**config.mk**
```make
export PLATFORM = sky130hd
export DESIGN_NAME = sc_spi_xfb
export DESIGN_NICKNAME = d
export VERILOG_FILES = /design/src/rtl/sc_spi_xfb.sv
export SDC_FILE = /design/constraint.sdc
export NUM_CORES = 1
export LEC_CHECK = 0
export ABC_AREA = 0
export CAP_MARGIN = 20
export CORE_UTILIZATION = 65
export DETAILED_ROUTE_END_ITERATION = 8
export DONT_BUFFER_PORTS = 1
export HOLD_SLACK_MARGIN = 0.03
export PLACE_DENSITY = 0.81
export SETUP_SLACK_MARGIN = 0.02
export SLEW_MARGIN = 20
export SYNTH_ARGS = -nofsm -noshare
export SYNTH_HDL_FRONTEND = slang
export SYNTH_SLANG_ARGS = --single-unit
```
**constraint.sdc**
```tcl
create_clock -name SPICLK -period 13.75 [get_ports SPICLK]
set_clock_uncertainty 0.1 [all_clocks]
set_input_delay 2.75 -clock SPICLK [delete_from_list [all_inputs] [get_ports SPICLK]]
set_output_delay 2.75 -clock SPICLK [all_outputs]
set_load 0.005 [all_outputs]
```
**src/rtl/sc_spi_xfb.sv**
```systemverilog
// sc_spi_xfb: SPI transfer buffer and command sequencer.
// It holds a 16-word TX buffer that the protocol controller reads through its
// word pointer, and a 16-word RX buffer filled from the controller's receive
// strobes. It also runs a small command FSM that launches one frame, waits for
// it to finish, drains late strobes and reports completion and sticky errors.
module sc_spi_xfb #(
  parameter int START_TMO = 8
) (
  input  logic        SPICLK,
  input  logic        SYSRST,
  // host buffer port
  input  logic        BUFWE,
  input  logic [3:0]  BUFADDR,
  input  logic [31:0] BUFWDATA,
  output logic [31:0] BUFRDATA,
  // host command handshake
  input  logic        CMDSTART,
  input  logic [8:0]  CMDDWIDTH,
  input  logic [4:0]  CMDCSSEL,
  input  logic        CMDKEEPCS,
  output logic        CMDBUSY,
  output logic        CMDDONE,
  output logic [4:0]  RXWORDS,
  output logic [2:0]  ERRSTAT,
  input  logic        ERRCLR,
  // protocol controller side
  output logic [8:0]  DWIDTH,
  output logic [4:0]  CSSEL,
  output logic        CSEXTEND,
  output logic        SPISTART,
  input  logic        SPIBUSY,
  input  logic [3:0]  TXDPT,
  output logic [31:0] TXDATA,
  input  logic [31:0] RXDATA,
  input  logic        RXVALID,
  input  logic [3:0]  RXDPT
);

  typedef enum logic [2:0] {
    S_IDLE,
    S_START,
    S_BUSY,
    S_DRAIN,
    S_DONE
  } state_t;

  // Last value of the start-timeout counter before the timeout fires.
  localparam logic [3:0] TMO_LAST = 4'(START_TMO - 1);

  state_t      state;
  logic [3:0]  tmo_cnt;
  logic        drain_cnt;
  logic        timed_out;

  logic [31:0] txbuf [16];
  logic [31:0] rxbuf [16];

  logic        tx_we;
  logic        rx_capture;
  logic        tmo_fire;
  logic        cnt_mismatch;
  logic [4:0]  exp_words;
  logic [2:0]  err_set;

  // Host writes only land while the sequencer is idle.
  assign tx_we      = BUFWE && (state == S_IDLE);
  // Strobes count from the start request until the end of the drain window.
  assign rx_capture = RXVALID && ((state == S_START) || (state == S_BUSY) || (state == S_DRAIN));

  // The controller never raised SPIBUSY within START_TMO cycles of SPISTART.
  assign tmo_fire = (state == S_START) && !SPIBUSY && (tmo_cnt == TMO_LAST);

  // One RX word per started 32-bit slice of the frame.
  assign exp_words    = {1'b0, DWIDTH[8:5]} + 5'd1;
  assign cnt_mismatch = (state == S_DONE) && !timed_out && (RXWORDS != exp_words);

  assign err_set = {tmo_fire || cnt_mismatch, BUFWE && CMDBUSY, CMDSTART && CMDBUSY};

  // The controller sees the addressed TX word with no latency.
  assign TXDATA = txbuf[TXDPT];

  // Buffer storage writes.
  // NOTE: the buffer arrays are deliberately left out of reset, so their
  // contents survive SYSRST; only the control state below is reset.
  always_ff @(posedge SPICLK) begin
    if (tx_we) txbuf[BUFADDR] <= BUFWDATA;
    if (rx_capture) rxbuf[RXDPT] <= RXDATA;
  end

  // Command FSM, RX word counter, sticky errors and registered host read port.
  // NOTE: every register here is assigned with <= so all of them update from
  // the same pre-edge values; a blocking = would leak new values into later
  // statements of the same edge.
  always_ff @(posedge SPICLK) begin
    if (SYSRST) begin
      state     <= S_IDLE;
      tmo_cnt   <= '0;
      drain_cnt <= 1'b0;
      timed_out <= 1'b0;
      SPISTART  <= 1'b0;
      CMDBUSY   <= 1'b0;
      CMDDONE   <= 1'b0;
      RXWORDS   <= '0;
      ERRSTAT   <= '0;
      DWIDTH    <= '0;
      CSSEL     <= '0;
      CSEXTEND  <= 1'b0;
      BUFRDATA  <= '0;
    end else begin
      BUFRDATA <= rxbuf[BUFADDR];
      // A new error in the same cycle as ERRCLR still sets its flag.
      ERRSTAT  <= (ERRCLR ? 3'b000 : ERRSTAT) | err_set;
      CMDDONE  <= 1'b0;

      if (rx_capture && (RXWORDS != 5'd16)) RXWORDS <= RXWORDS + 5'd1;

      case (state)
        S_IDLE: begin
          if (CMDSTART) begin
            DWIDTH    <= CMDDWIDTH;
            CSSEL     <= CMDCSSEL;
            CSEXTEND  <= CMDKEEPCS;
            RXWORDS   <= '0;
            tmo_cnt   <= '0;
            timed_out <= 1'b0;
            CMDBUSY   <= 1'b1;
            SPISTART  <= 1'b1;
            state     <= S_START;
          end
        end
        S_START: begin
          if (SPIBUSY) begin
            SPISTART <= 1'b0;
            state    <= S_BUSY;
          end else if (tmo_fire) begin
            SPISTART  <= 1'b0;
            timed_out <= 1'b1;
            CMDBUSY   <= 1'b0;
            CMDDONE   <= 1'b1;
            state     <= S_DONE;
          end else begin
            tmo_cnt <= tmo_cnt + 4'd1;
          end
        end
        S_BUSY: begin
          if (!SPIBUSY) begin
            drain_cnt <= 1'b0;
            state     <= S_DRAIN;
          end
        end
        S_DRAIN: begin
          // Two cycles so a strobe one cycle after SPIBUSY falls is still kept.
          if (drain_cnt) begin
            CMDBUSY <= 1'b0;
            CMDDONE <= 1'b1;
            state   <= S_DONE;
          end else begin
            drain_cnt <= 1'b1;
          end
        end
        S_DONE: begin
          state <= S_IDLE;
        end
        default: begin
          state <= S_IDLE;
        end
      endcase
    end
  end

endmodule
```
## After elaboration in Yosys (flattened, before gate mapping)

Memory sizes are Yosys's and may differ from the RTL's. A register that Yosys moved wholly into a read port is not among the register bits.
Index checks and enable logic that the tools add are counted.

- Muxes and demuxes: 35
- Bitwise gates (word level): 1
- $add $sub $neg: 3
- Equal/unequal tests: 14
- Reduce and logical (&&, ||, !) cells: 25

Operators with widths:

| operator | number |
|---|---|
| 2-to-1 mux 3 bit | 6 |
| 2-to-1 mux 1 bit | 16 |
| 2-to-1 mux 5 bit | 3 |
| 2-to-1 mux 4 bit | 3 |
| inequality test 2 bit (second input constant) | 6 |
| one-hot mux 3 bit (4 select lines) | 1 |
| AND reduction 4 bit | 3 |
| logical AND 1 bit | 9 |
| one-hot mux 1 bit (2 select lines) | 4 |
| one-hot mux 4 bit (2 select lines) | 1 |
| equality test 3 x 2 -> 1 bit (second input constant) | 2 |
| adder 4 x 1 -> 5 bit (second input constant) | 1 |
| adder 5 x 1 -> 5 bit (second input constant) | 1 |
| inequality test 5 bit | 1 |
| inequality test 5 bit (second input constant) | 1 |
| AND reduction 5 bit | 1 |
| adder 4 x 1 -> 4 bit (second input constant) | 1 |
| equality test 4 x 3 -> 1 bit (second input constant) | 1 |
| AND reduction 2 bit | 2 |
| nonzero test 2 bit | 2 |
| equality test 3 x 1 -> 1 bit (second input constant) | 1 |
| equality test 3 bit (second input constant) | 1 |
| zero test 3 bit | 1 |
| logical OR 1 bit | 3 |
| 6 further kinds | 7 |

- Bits in writable memories: 1024
- Output and inout port bits: 90
- Word-level logic and storage cells: 92
- Flip-flop bits (word level): 35
- Memories: 2

Memories:

| name | words | bits a word | rd ports | clocked after memory_dff | write ports | line | source |
|---|---|---|---|---|---|---|---|
| rxbuf | 16 | 32 | 1 | 1 | 1 | 56 | `logic [31:0] rxbuf [16];` |
| txbuf | 16 | 32 | 1 | 0 | 1 | 55 | `logic [31:0] txbuf [16];` |

## Depth between registers and ports, before layout

Gate-level depths: netlist (run 1).

- Depth after elaboration: 8
- Gate-level depth with buffers: 6
- Depth with buffers taken out: 6

## Least setup slack after synthesis (run 1)

OpenSTA, ideal clock, no wires.

- Path kind: input port to output port
- From: in TXDPT[1]
- To: out TXDATA[15]
- Path slack: 6.756 ns
- Path buffers: 2
- Data arrival time: 4.144 ns
- Stages: 4
- Path through: clkbuf_1 clkbuf_1 mux4_2 mux4_2

- Longest elaborated chain between the ends: 1

Ends and longest elaborated chain:

| item | line | source |
|---|---|---|
| start, declared | 32 | `input logic [3:0] TXDPT,` |
| memory (16 x 32 bit) | -- |  |
| end, declared | 33 | `output logic [31:0] TXDATA,` |

No other way between the ends.

## Worst setup path in the final report (run 1)

- From: in TXDPT[0]
- To: out TXDATA[14]

The elaborated chain is that of the path after synthesis.

==> metrics.txt, run 1 <==
Gates resized, CTS repair 0; number of nets at the end of the flow roughly 1900; setup TNS after final layout 0 ns; largest stage delay on the critical path roughly 0.6 ns; number of hold violations in the final report 0; antenna violation net count after detailed routing 0; post-synthesis instance total approximately 1800; largest fanout on the critical path approximately 130; Main synth FF type sky130_fd_sc_hd__edfxtp_1; top cell type's share of synthesized area 74.6%; largest cells by area after synthesis sky130_fd_sc_hd__edfxtp_1 75%, sky130_fd_sc_hd__mux4_2 13%, sky130_fd_sc_hd__dfxtp_1 3.3%, sky130_fd_sc_hd__mux4_1 3.2%, sky130_fd_sc_hd__mux2i_1 1.6%; highest attainable clock frequency around 150 MHz; slew at the pin with the worst max-slew slack around 1.1 ns; Crit Path Class in -> out; unrepaired setup endpoints after global routing false; Clock Latency Late Sink approximately 0.67 ns; share of the yosys chip area belonging to registers between 70 and 80%; TritonCTS buffer count ~100; cell family with most CP delay multiplexers; Port Buffer Count 0; total detailed-routing wirelength approximately 90 mm; total iterations of the first detailed-routing run 9; vias per std cell around 6.9; Min-Delay Startpoint timed_out$_SDFFE_PP0P_; area of the mapped netlist 41200 sq um; Std-Cell Core Area between 60000 and 70000 sq um; ratio of cells with drive above 1 in the final layout a little under a quarter; shortest period the worst path allows between 6 and 7 ns; number of global-route vias before repair just under 20000; total via count after detailed routing around 19000; critical path, cell by cell mux4_1 > mux4_2; share of the core filled with cells roughly 73%; launch point of the worst reg-to-reg path state[0]$_SDFFE_PP0P_; number of cell instances on the worst register-to-register path 5; final instance area roughly 45000 sq um; cell with the most instances after synthesis sky130_fd_sc_hd__edfxtp_1; number of setup violations in the final report 0; worst-case vdd ir drop approximately 0.15 mV; sink count of the clock tree around 1100; synthesized area per cell roughly 23 sq um; clock-pin transition on the worst setup and hold timing paths ~0.060 ns; reported leakage power ~14 nW; TritonCTS clock tree done; Area growth, synth to finish 10.1%; slack of the critical path 6.92 ns; number of logic stages on the critical path including buffering 2; Post-CTS Setup Inserts 0; startpoint type of the worst setup path input port; source of the critical timing path TXDPT[0]; worst flop-to-flop path endpoint rxbuf[14][26]$_DFFE_PP_; FFs w/ async S/R, synth 0%; maximum level of the CTS H-tree 3; power density normalized to cell area between 100 and 150 nW/um^2; Hold Crit Class reg -> reg; placer's final routability congestion estimate 0.781; destination of the critical timing path TXDATA[14]; post-route fraction of the period consumed by the critical path 49.7%; reg-to-reg slack, setup 10.79 ns; cell type with the highest aggregate area in the netlist sky130_fd_sc_hd__edfxtp_1; number of antenna violations at the first check in global routing 1; Vert. Die Dim 254 um; detailed placer's ending HPWL ~40 mm; count of buffer and inverter cells on the critical path 0; slowest library cell on the worst path sky130_fd_sc_hd__mux4_1; boundary pin count around 190; area of the die approximately 64000 sq um; critical path data arrival time 3.98 ns; Worst Setup End Kind primary output; Placement Rows just over 90; max cap viols 0; DR iter-0 viols between 1500 and 2000; worst-case headroom to the max-slew limit roughly 24%; Post-DP Area 42200 sq um; final-report max-slew violation count 0; post-synthesis sequential element count approximately 1100; total inserted antenna cells 0; DRC violations left 0; wire length of the first global-routing pass about 130 mm; routed length per instance ~33 um; count of different cell masters after synthesis slightly below 50; aggregate global-route resource usage roughly 28%; aggregate global routing overflow 0; CP required approximately 11 ns; initial cell density of the core about two thirds; pre-CTS setup slack roughly 7.0 ns; maximum number of pins on one net before global-route repair around 130; run status completed; Yosys warnings 0; clock tree root buffer cell sky130_fd_sc_hd__clkbuf_16; count of flip-flops with a built-in enable after synthesis just over 1000; clock buffer depth 3; number of hold buffers added after cts 0; width of the chip 254 um; syn nets 1868; most common library cells after synthesis 1024 x sky130_fd_sc_hd__edfxtp_1, 238 x sky130_fd_sc_hd__mux4_2, 67 x sky130_fd_sc_hd__dfxtp_1; PnR Total Power roughly 6.6 mW
-- sequential cells by signal, summed over array words and instances, names as in the netlist --
register   flops
CSEXTEND       1
ERRSTAT        3
txbuf        512
RXWORDS        5
CMDDONE        1
BUFRDATA      32
CMDBUSY        1
state          3
SPISTART       1
drain_cnt      1
tmo_cnt        4
rxbuf        512
DWIDTH         9
timed_out      1
CSSEL          5
-- how the worst min path moves through the flow --
stage,end,slack [ns],cells after the start
floorplan,timed_out$_SDFFE_PP0P_,0.34,2
global placement,timed_out$_SDFFE_PP0P_,0.35,2
detailed placement,timed_out$_SDFFE_PP0P_,0.37,2
CTS,CSSEL[1]$_SDFFE_PP0P_,0.38,2
global route,CSSEL[0]$_SDFFE_PP0P_,0.40,2
finish,timed_out$_SDFFE_PP0P_,0.38,2
-- through the flow --
step | hold slack [ns] | std cells
after CTS | 0.375 | 2730
after global placement | 0.353 | 2543
after global routing | 0.398 | 2730
after detailed placement | 0.366 | 2543
after floorplan | 0.337 | 1766
final | 0.376 | 2730
-- cells by family (layout without fill, tap and decap cells) --
logic type / after synthesis / count (layout) / share of synthesized area [%]
flip-flops: 1091 / 1091 / 77.9
XOR/XNOR: 7 / 7 / 0.182
buffers and inverters: 97 / 224 / 1.25
adder cells (fa/ha/maj): 4 / 4 / 0.121
AO/OA/AOI/OAI: 79 / 79 / 1.18
AND/OR/NAND/NOR: 134 / 134 / 1.57
multiplexers: 354 / 354 / 17.8
-- layout make-up --
class | count | area, sq um
clock buffer | 140 | 2760
timing repair buffer | 32 | 240
fill | 3343 | 16800
clock inverter | 47 | 373
multi-input combinational | 578 | 8810
inverter | 5 | 18.8
tap | 837 | 1050
sequential | 1091 | 32100
-- per-layer routing --
layer	GRT usage, %	up-vias	wire length [um]
met1	34.7	10000	31700
li1	-	7593	-
met5	0	-	0
met4	12.3	0	3270
met3	5.25	220	6490
met2	50.1	941	47400
-- power breakdown --
group	switching, mW	internal, mW	total [mW]
sequential	0.0207	3.67	3.69
clock	1.20	1.46	2.66
combinational	0.0846	0.111	0.195
total	1.31	5.25	6.55
-- worst reg2reg max path, cell delays in order (launching register included) --
cell	delay, ns
sky130_fd_sc_hd__dfxtp_1	0.60
sky130_fd_sc_hd__nor2_1	0.21
sky130_fd_sc_hd__nor2_1	0.21
sky130_fd_sc_hd__nand3b_1	0.33
sky130_fd_sc_hd__nor2_4	0.70
sky130_fd_sc_hd__buf_4	0.47
-- placed cells by master, fill, tap and decap left out, types with 3 or more instances in the layout --
master and n:
sky130_fd_sc_hd__a21oi_1 25, sky130_fd_sc_hd__buf_4 32, sky130_fd_sc_hd__bufinv_16 3, sky130_fd_sc_hd__clkbuf_1 32, sky130_fd_sc_hd__clkbuf_16 102, sky130_fd_sc_hd__clkbuf_8 6
sky130_fd_sc_hd__clkinv_1 19, sky130_fd_sc_hd__clkinv_2 15, sky130_fd_sc_hd__clkinv_8 4, sky130_fd_sc_hd__dfxtp_1 67, sky130_fd_sc_hd__edfxtp_1 1024, sky130_fd_sc_hd__ha_1 4
sky130_fd_sc_hd__inv_1 5, sky130_fd_sc_hd__inv_6 3, sky130_fd_sc_hd__mux2i_1 66, sky130_fd_sc_hd__mux4_1 50, sky130_fd_sc_hd__mux4_2 238, sky130_fd_sc_hd__nand2_1 40
sky130_fd_sc_hd__nand2b_1 9, sky130_fd_sc_hd__nand3_1 5, sky130_fd_sc_hd__nand3b_1 4, sky130_fd_sc_hd__nor2_1 17, sky130_fd_sc_hd__nor2_4 24, sky130_fd_sc_hd__nor2b_1 4
sky130_fd_sc_hd__nor3_1 5, sky130_fd_sc_hd__nor3_2 8, sky130_fd_sc_hd__nor4bb_1 3, sky130_fd_sc_hd__o21ai_0 6, sky130_fd_sc_hd__o22ai_1 32, sky130_fd_sc_hd__xnor2_1 5
No activity file was read; power rests on OpenSTA's default activity.
==> inputs of run 2 (changes only) <==
--- a/config.mk
+++ b/config.mk
@@ -7,11 +7,11 @@
 export LEC_CHECK = 0
 export ABC_AREA = 0
 export CAP_MARGIN = 20
-export CORE_UTILIZATION = 65
+export CORE_UTILIZATION = 63
 export DETAILED_ROUTE_END_ITERATION = 8
 export DONT_BUFFER_PORTS = 1
 export HOLD_SLACK_MARGIN = 0.03
-export PLACE_DENSITY = 0.81
+export PLACE_DENSITY = 0.79
 export SETUP_SLACK_MARGIN = 0.02
 export SLEW_MARGIN = 20
 export SYNTH_ARGS = -nofsm -noshare
==> constraint.sdc (replaced) <==
create_clock -name SPICLK -period 7.1 [get_ports SPICLK]
set_clock_uncertainty 0.1 [all_clocks]
set_input_delay 1.42 -clock SPICLK [delete_from_list [all_inputs] [get_ports SPICLK]]
set_output_delay 1.42 -clock SPICLK [all_outputs]
set_load 0.005 [all_outputs]
==> metrics.txt, run 2 (synthesis results as in run 1) <==
run status completed; worst-case vdd ir drop 0.292 mV (+92%); number of setup violations in the final report 0 (unchanged); Area growth, synth to finish 11.2%; worst-case headroom to the max-slew limit 21.4% (-2.8 points); routed length per instance 31.8 um (-2.3%); Placement Rows 93 (+2.2%); placer's final routability congestion estimate 0.764 (-2.1%); Std-Cell Core Area 64600 sq um (+3.9%); ratio of cells with drive above 1 in the final layout 24.5% (+0.99 points); detailed placer's ending HPWL 41.8 mm (+2.0%); number of cell instances on the worst register-to-register path 4 (-1); slew at the pin with the worst max-slew slack 1.18 ns (+0.0424 ns); critical path data arrival time 2.62 ns (-1.36 ns); reported leakage power 14.5 nW (+1.5%); Post-CTS Setup Inserts 0 (unchanged); shortest period the worst path allows ~4.1 ns; total detailed-routing wirelength 87.7 mm (-1.3%); startpoint type of the worst setup path input port; highest-count cells in the layout ignoring fill and taps 1024 x sky130_fd_sc_hd__edfxtp_1, 238 x sky130_fd_sc_hd__mux4_2, 108 x sky130_fd_sc_hd__clkbuf_16; CP required 5.58 ns (-5.32 ns); slowest library cell on the worst path sky130_fd_sc_hd__mux4_1; max cap viols 0 (unchanged); power density normalized to cell area 290 nW/um^2 (+100%); Port Buffer Count 0 (unchanged); critical path, cell by cell mux4_1 > mux4_2; reg-to-reg slack, setup 4.07 ns (-6.72 ns); cell family with most CP delay multiplexers; boundary pin count 188 (unchanged); unrepaired setup endpoints after global routing false; launch point of the worst reg-to-reg path state[0]$_SDFFE_PP0P_; DR iter-0 viols 1739 (-3.1%); number of hold violations in the final report 0 (unchanged); total inserted antenna cells 0 (unchanged); largest stage delay on the critical path 0.57 ns (-0.04 ns); highest attainable clock frequency 242 MHz; destination of the critical timing path TXDATA[8]; aggregate global-route resource usage 27.0% (-1.4 points); sink count of the clock tree 1091 (unchanged); largest fanout on the critical path 128 (unchanged); Crit Path Class in -> out; clock tree root buffer cell sky130_fd_sc_hd__clkbuf_16; initial cell density of the core 63.8% (-2.5 points); number of logic stages on the critical path including buffering 2 (unchanged); TritonCTS clock tree done; maximum level of the CTS H-tree 3 (unchanged); Vert. Die Dim 258 um (+1.6%); most common cell after layout, fill and taps aside sky130_fd_sc_hd__edfxtp_1; area of the die 66400 sq um (+3.1%); number of global-route vias before repair 19500 (-1.5%); antenna violation net count after detailed routing 0 (unchanged); largest registers ranked by flip-flop count rxbuf (512), txbuf (512), BUFRDATA (32); setup TNS after final layout 0 ns (unchanged); number of nets at the end of the flow 1916 (+0.26%); DRC violations left 0 (unchanged); number of hold buffers added after cts 0 (unchanged); width of the chip 258 um (+1.6%); aggregate global routing overflow 0 (unchanged); Hold Crit Class reg -> reg; final-report max-slew violation count 0 (unchanged); Clock Latency Late Sink 0.68 ns (about the same); Worst Setup End Kind primary output; clock-pin transition on the worst setup and hold timing paths 0.06 ns (about the same); number of antenna violations at the first check in global routing 0 (-1); total via count after detailed routing 18600 (-1.2%); count of buffer and inverter cells on the critical path 0 (unchanged); Gates resized, CTS repair 0 (unchanged); clock buffer depth 3 (unchanged); wire length of the first global-routing pass 128 mm (-0.28%); total iterations of the first detailed-routing run 5 (-4); source of the critical timing path TXDPT[0]; TritonCTS buffer count 106 (+5.0%); worst flop-to-flop path endpoint rxbuf[4][21]$_DFFE_PP_; post-route fraction of the period consumed by the critical path ~58%; share of the core filled with cells 70.9% (-2.0 points); vias per std cell 6.73 (-2.1%); maximum number of pins on one net before global-route repair 133 (unchanged)
-- run 2: cell count changes in the layout (fill, tap and decap cells not counted), moves of 6 or more --
cell,previous run,this run
sky130_fd_sc_hd__clkbuf_1,32,11
sky130_fd_sc_hd__clkbuf_16,102,108
sky130_fd_sc_hd__bufinv_16,3,16
sky130_fd_sc_hd__clkbuf_8,6,0
sky130_fd_sc_hd__clkinv_1,19,28
-- run 2: worst min path at each step --
stage / start / end / slack, ns / cells past startpoint
floorplan: timed_out$_SDFFE_PP0P_ / timed_out$_SDFFE_PP0P_ / 0.34 / 2
global placement: timed_out$_SDFFE_PP0P_ / timed_out$_SDFFE_PP0P_ / 0.35 / 2
CTS: DWIDTH[4]$_SDFFE_PP0P_ / DWIDTH[4]$_SDFFE_PP0P_ / 0.37 / 2
global route: CSSEL[4]$_SDFFE_PP0P_ / CSSEL[4]$_SDFFE_PP0P_ / 0.39 / 2
detailed placement: timed_out$_SDFFE_PP0P_ / timed_out$_SDFFE_PP0P_ / 0.36 / 2
finish: DWIDTH[4]$_SDFFE_PP0P_ / DWIDTH[4]$_SDFFE_PP0P_ / 0.37 / 2
-- run 2: routing by layer --
metal / part of all wire, % / up-vias / global-route usage (%)
met3: 7.0 / 170 / 5.27
li1: - / 7624 / -
met1: 37 / 9928 / 34.5
met5: 0 / - / 0
met2: 53 / 829 / 46.8
met4: 2.9 / 0 / 9.52
-- run 2: area by class of cell --
| type | count | area, sq um |
|---|---|---|
| Multi-Input combinational cell | 578 | 8820 |
| Clock buffer | 119 | 2740 |
| Timing Repair Buffer | 32 | 240 |
| Sequential cell | 1091 | 32100 |
| Tap cell | 855 | 1070 |
| Fill cell | 3505 | 18800 |
| Clock inverter | 77 | 811 |
| Inverter | 5 | 18.8 |
-- run 2: power breakdown --
group | internal, mW | switching (mW) | total, mW | leakage (nW)
sequential | 7.11 | 0.0390 | 7.15 | 9.78
combinational | 0.214 | 0.162 | 0.376 | 3.01
clock | 3.36 | 2.38 | 5.74 | 1.73
-- run 2: through the flow --
stage               cell area, sq um  total power, mW  cells  hold WS [ns]  setup WS (ns)
floorplan                      41200             7.65   1766         0.337           2.10
global placement               42200             7.64   2561         0.354           3.03
detailed placement             42200             7.66   2561         0.359           3.01
CTS                            45800             13.3   2757         0.370           2.98
global route                   45800             13.6   2757         0.390           2.96
finish                         45800             13.3   2757         0.370           2.96
==> inputs of run 3 (changes only) <==
==> constraint.sdc (replaced) <==
create_clock -name SPICLK -period 4.2 [get_ports SPICLK]
set_clock_uncertainty 0.1 [all_clocks]
set_input_delay 0.84 -clock SPICLK [delete_from_list [all_inputs] [get_ports SPICLK]]
set_output_delay 0.84 -clock SPICLK [all_outputs]
set_load 0.005 [all_outputs]
==> metrics.txt, run 3 (synthesis results as in run 1) <==
initial cell density of the core 63.8% (unchanged); final instance area 45800 sq um (about the same); CP required 3.26 ns (-2.32 ns); aggregate global-route resource usage 26.7% (-0.33 points); largest fanout on the critical path 1 (-99%); total detailed-routing wirelength 86.9 mm (-0.94%); critical path, cell by cell mux4_1 > mux4_2; area of the multi-input gates 8850 sq um (+0.30%); DRC violations left 0 (unchanged); max cap viols 0 (unchanged); maximum level of the CTS H-tree 3 (unchanged); startpoint type of the worst setup path flip-flop; area of the die 66400 sq um (unchanged); count of buffer and inverter cells on the critical path 0 (unchanged); number of nets at the end of the flow 1923 (+0.37%); number of hold buffers added after cts 0 (unchanged); Crit Path Class reg -> out; detailed placer's ending HPWL 44.9 mm (+7.4%); total via count after detailed routing 18700 (+0.59%); Hold Crit Class in -> reg; antenna violation net count after detailed routing 0 (unchanged); Worst Setup End Kind primary output; ratio of cells with drive above 1 in the final layout 25.0% (+0.53 points); worst-case headroom to the max-slew limit 27.0% (+5.5 points); largest registers ranked by flip-flop count rxbuf (512), txbuf (512), BUFRDATA (32); DR iter-0 viols 1860 (+7.0%); power density normalized to cell area 483 nW/um^2 (+67%); number of hold violations in the final report 0 (unchanged); aggregate global routing overflow 0 (unchanged); maximum number of pins on one net before global-route repair 133 (unchanged); routed length per instance 31.5 um (-1.1%); sink count of the clock tree 1091 (unchanged); largest stage delay on the critical path 0.59 ns (+0.02 ns); placer's final routability congestion estimate 0.786 (+2.8%); Std-Cell Core Area 64600 sq um (unchanged); number of setup violations in the final report 0 (unchanged); Placement Rows 93 (unchanged); clock tree root buffer cell sky130_fd_sc_hd__clkbuf_16; number of placed cells counting well taps 2573 (+0.47%); Area growth, synth to finish 11.2% (about the same); vias per std cell 6.76 (+0.45%); wire length of the first global-routing pass 127 mm (-0.89%); shortest period the worst path allows just over 3 ns; Clock Latency Late Sink 0.66 ns (-0.02 ns); Post-DP Area 42400 sq um (+0.44%); worst-case vdd ir drop 0.390 mV (+34%); number of global-route vias before repair 19700 (+1.3%); run status completed; slew at the pin with the worst max-slew slack 1.10 ns (-0.0828 ns); setup TNS after final layout 0 ns (unchanged); Post-CTS Setup Inserts 0 (unchanged); reported leakage power 14.5 nW (+0.18%); TritonCTS buffer count 101 (-4.7%); total iterations of the first detailed-routing run 5 (unchanged); highest-count cells in the layout ignoring fill and taps 1024 x sky130_fd_sc_hd__edfxtp_1, 238 x sky130_fd_sc_hd__mux4_2, 104 x sky130_fd_sc_hd__clkbuf_16; clock buffer depth 3 (unchanged); most common cell after layout, fill and taps aside sky130_fd_sc_hd__edfxtp_1; slowest library cell on the worst path sky130_fd_sc_hd__mux4_1; highest attainable clock frequency around 320 MHz; critical path data arrival time 2.16 ns (-0.46 ns); unrepaired setup endpoints after global routing false; TritonCTS clock tree done; post-route fraction of the period consumed by the critical path between 70 and 80%; fillcell total 3597 (+2.6%); Port Buffer Count 0 (unchanged); Vert. Die Dim 258 um (unchanged); number of antenna violations at the first check in global routing 0 (unchanged); Final Instance Count excl. Fillers 2761 (+0.15%); width of the chip 258 um (unchanged); PnR Total Power 22.2 mW (+67%); sequential cell area 32100 sq um (unchanged); total inserted antenna cells 0 (unchanged); boundary pin count 188 (unchanged); Gates resized, CTS repair 0 (unchanged); clock-pin transition on the worst setup and hold timing paths 0.06 ns (about the same); final-report max-slew violation count 0 (unchanged); cell family with most CP delay multiplexers
## run 3: final timing paths
check / from / to / slack (ns) / cells past startpoint
hold reg to reg: CSSEL[1]$_SDFFE_PP0P_ / CSSEL[1]$_SDFFE_PP0P_ / 0.37 / 2
hold / removal: SYSRST / DWIDTH[3]$_SDFFE_PP0P_ / 0.14 / 1
setup reg to reg: state[0]$_SDFFE_PP0P_ / rxbuf[12][11]$_DFFE_PP_ / 1.23 / 5
setup / recovery: txbuf[1][15]$_DFFE_PP_ / TXDATA[15] / 1.10 / 2
## run 3: area by class of cell
| cell class | count | share of cell area (%) |
|---|---|---|
| clock inverters | 67 | 1.62 |
| flip-flops and latches | 1091 | 70.0 |
| well taps | 855 | 2.33 |
| multi-input cells | 578 | 19.3 |
| inverters | 5 | 0.0410 |
| clock buffers | 121 | 5.82 |
| repair buffers | 44 | 0.857 |
## run 3: layer usage
| layer | wire length [um] | track usage (%) |
|---|---|---|
| met4 | 2730 | 9.50 |
| met1 | 31200 | 33.4 |
| met2 | 45800 | 45.9 |
| met3 | 7170 | 6.40 |
| met5 | 0 | 0 |
## run 3: through the flow
step           hold slack [ns]  util, %  setup WS [ns]
6_report                 0.145     71.0           1.10
3_5_place_dp             0.363     65.7           1.07
2_1_floorplan            0.337        -          0.186
3_3_place_gp             0.357     65.7           1.06
4_1_cts                  0.110     71.0           1.03
5_1_grt                  0.115     71.0           1.03
## run 3: power by group
part	leakage [nW]	internal, mW	switching [mW]
clock network	1.67	5.46	3.95
logic	3.09	0.368	0.286
registers	9.78	12.0	0.0645
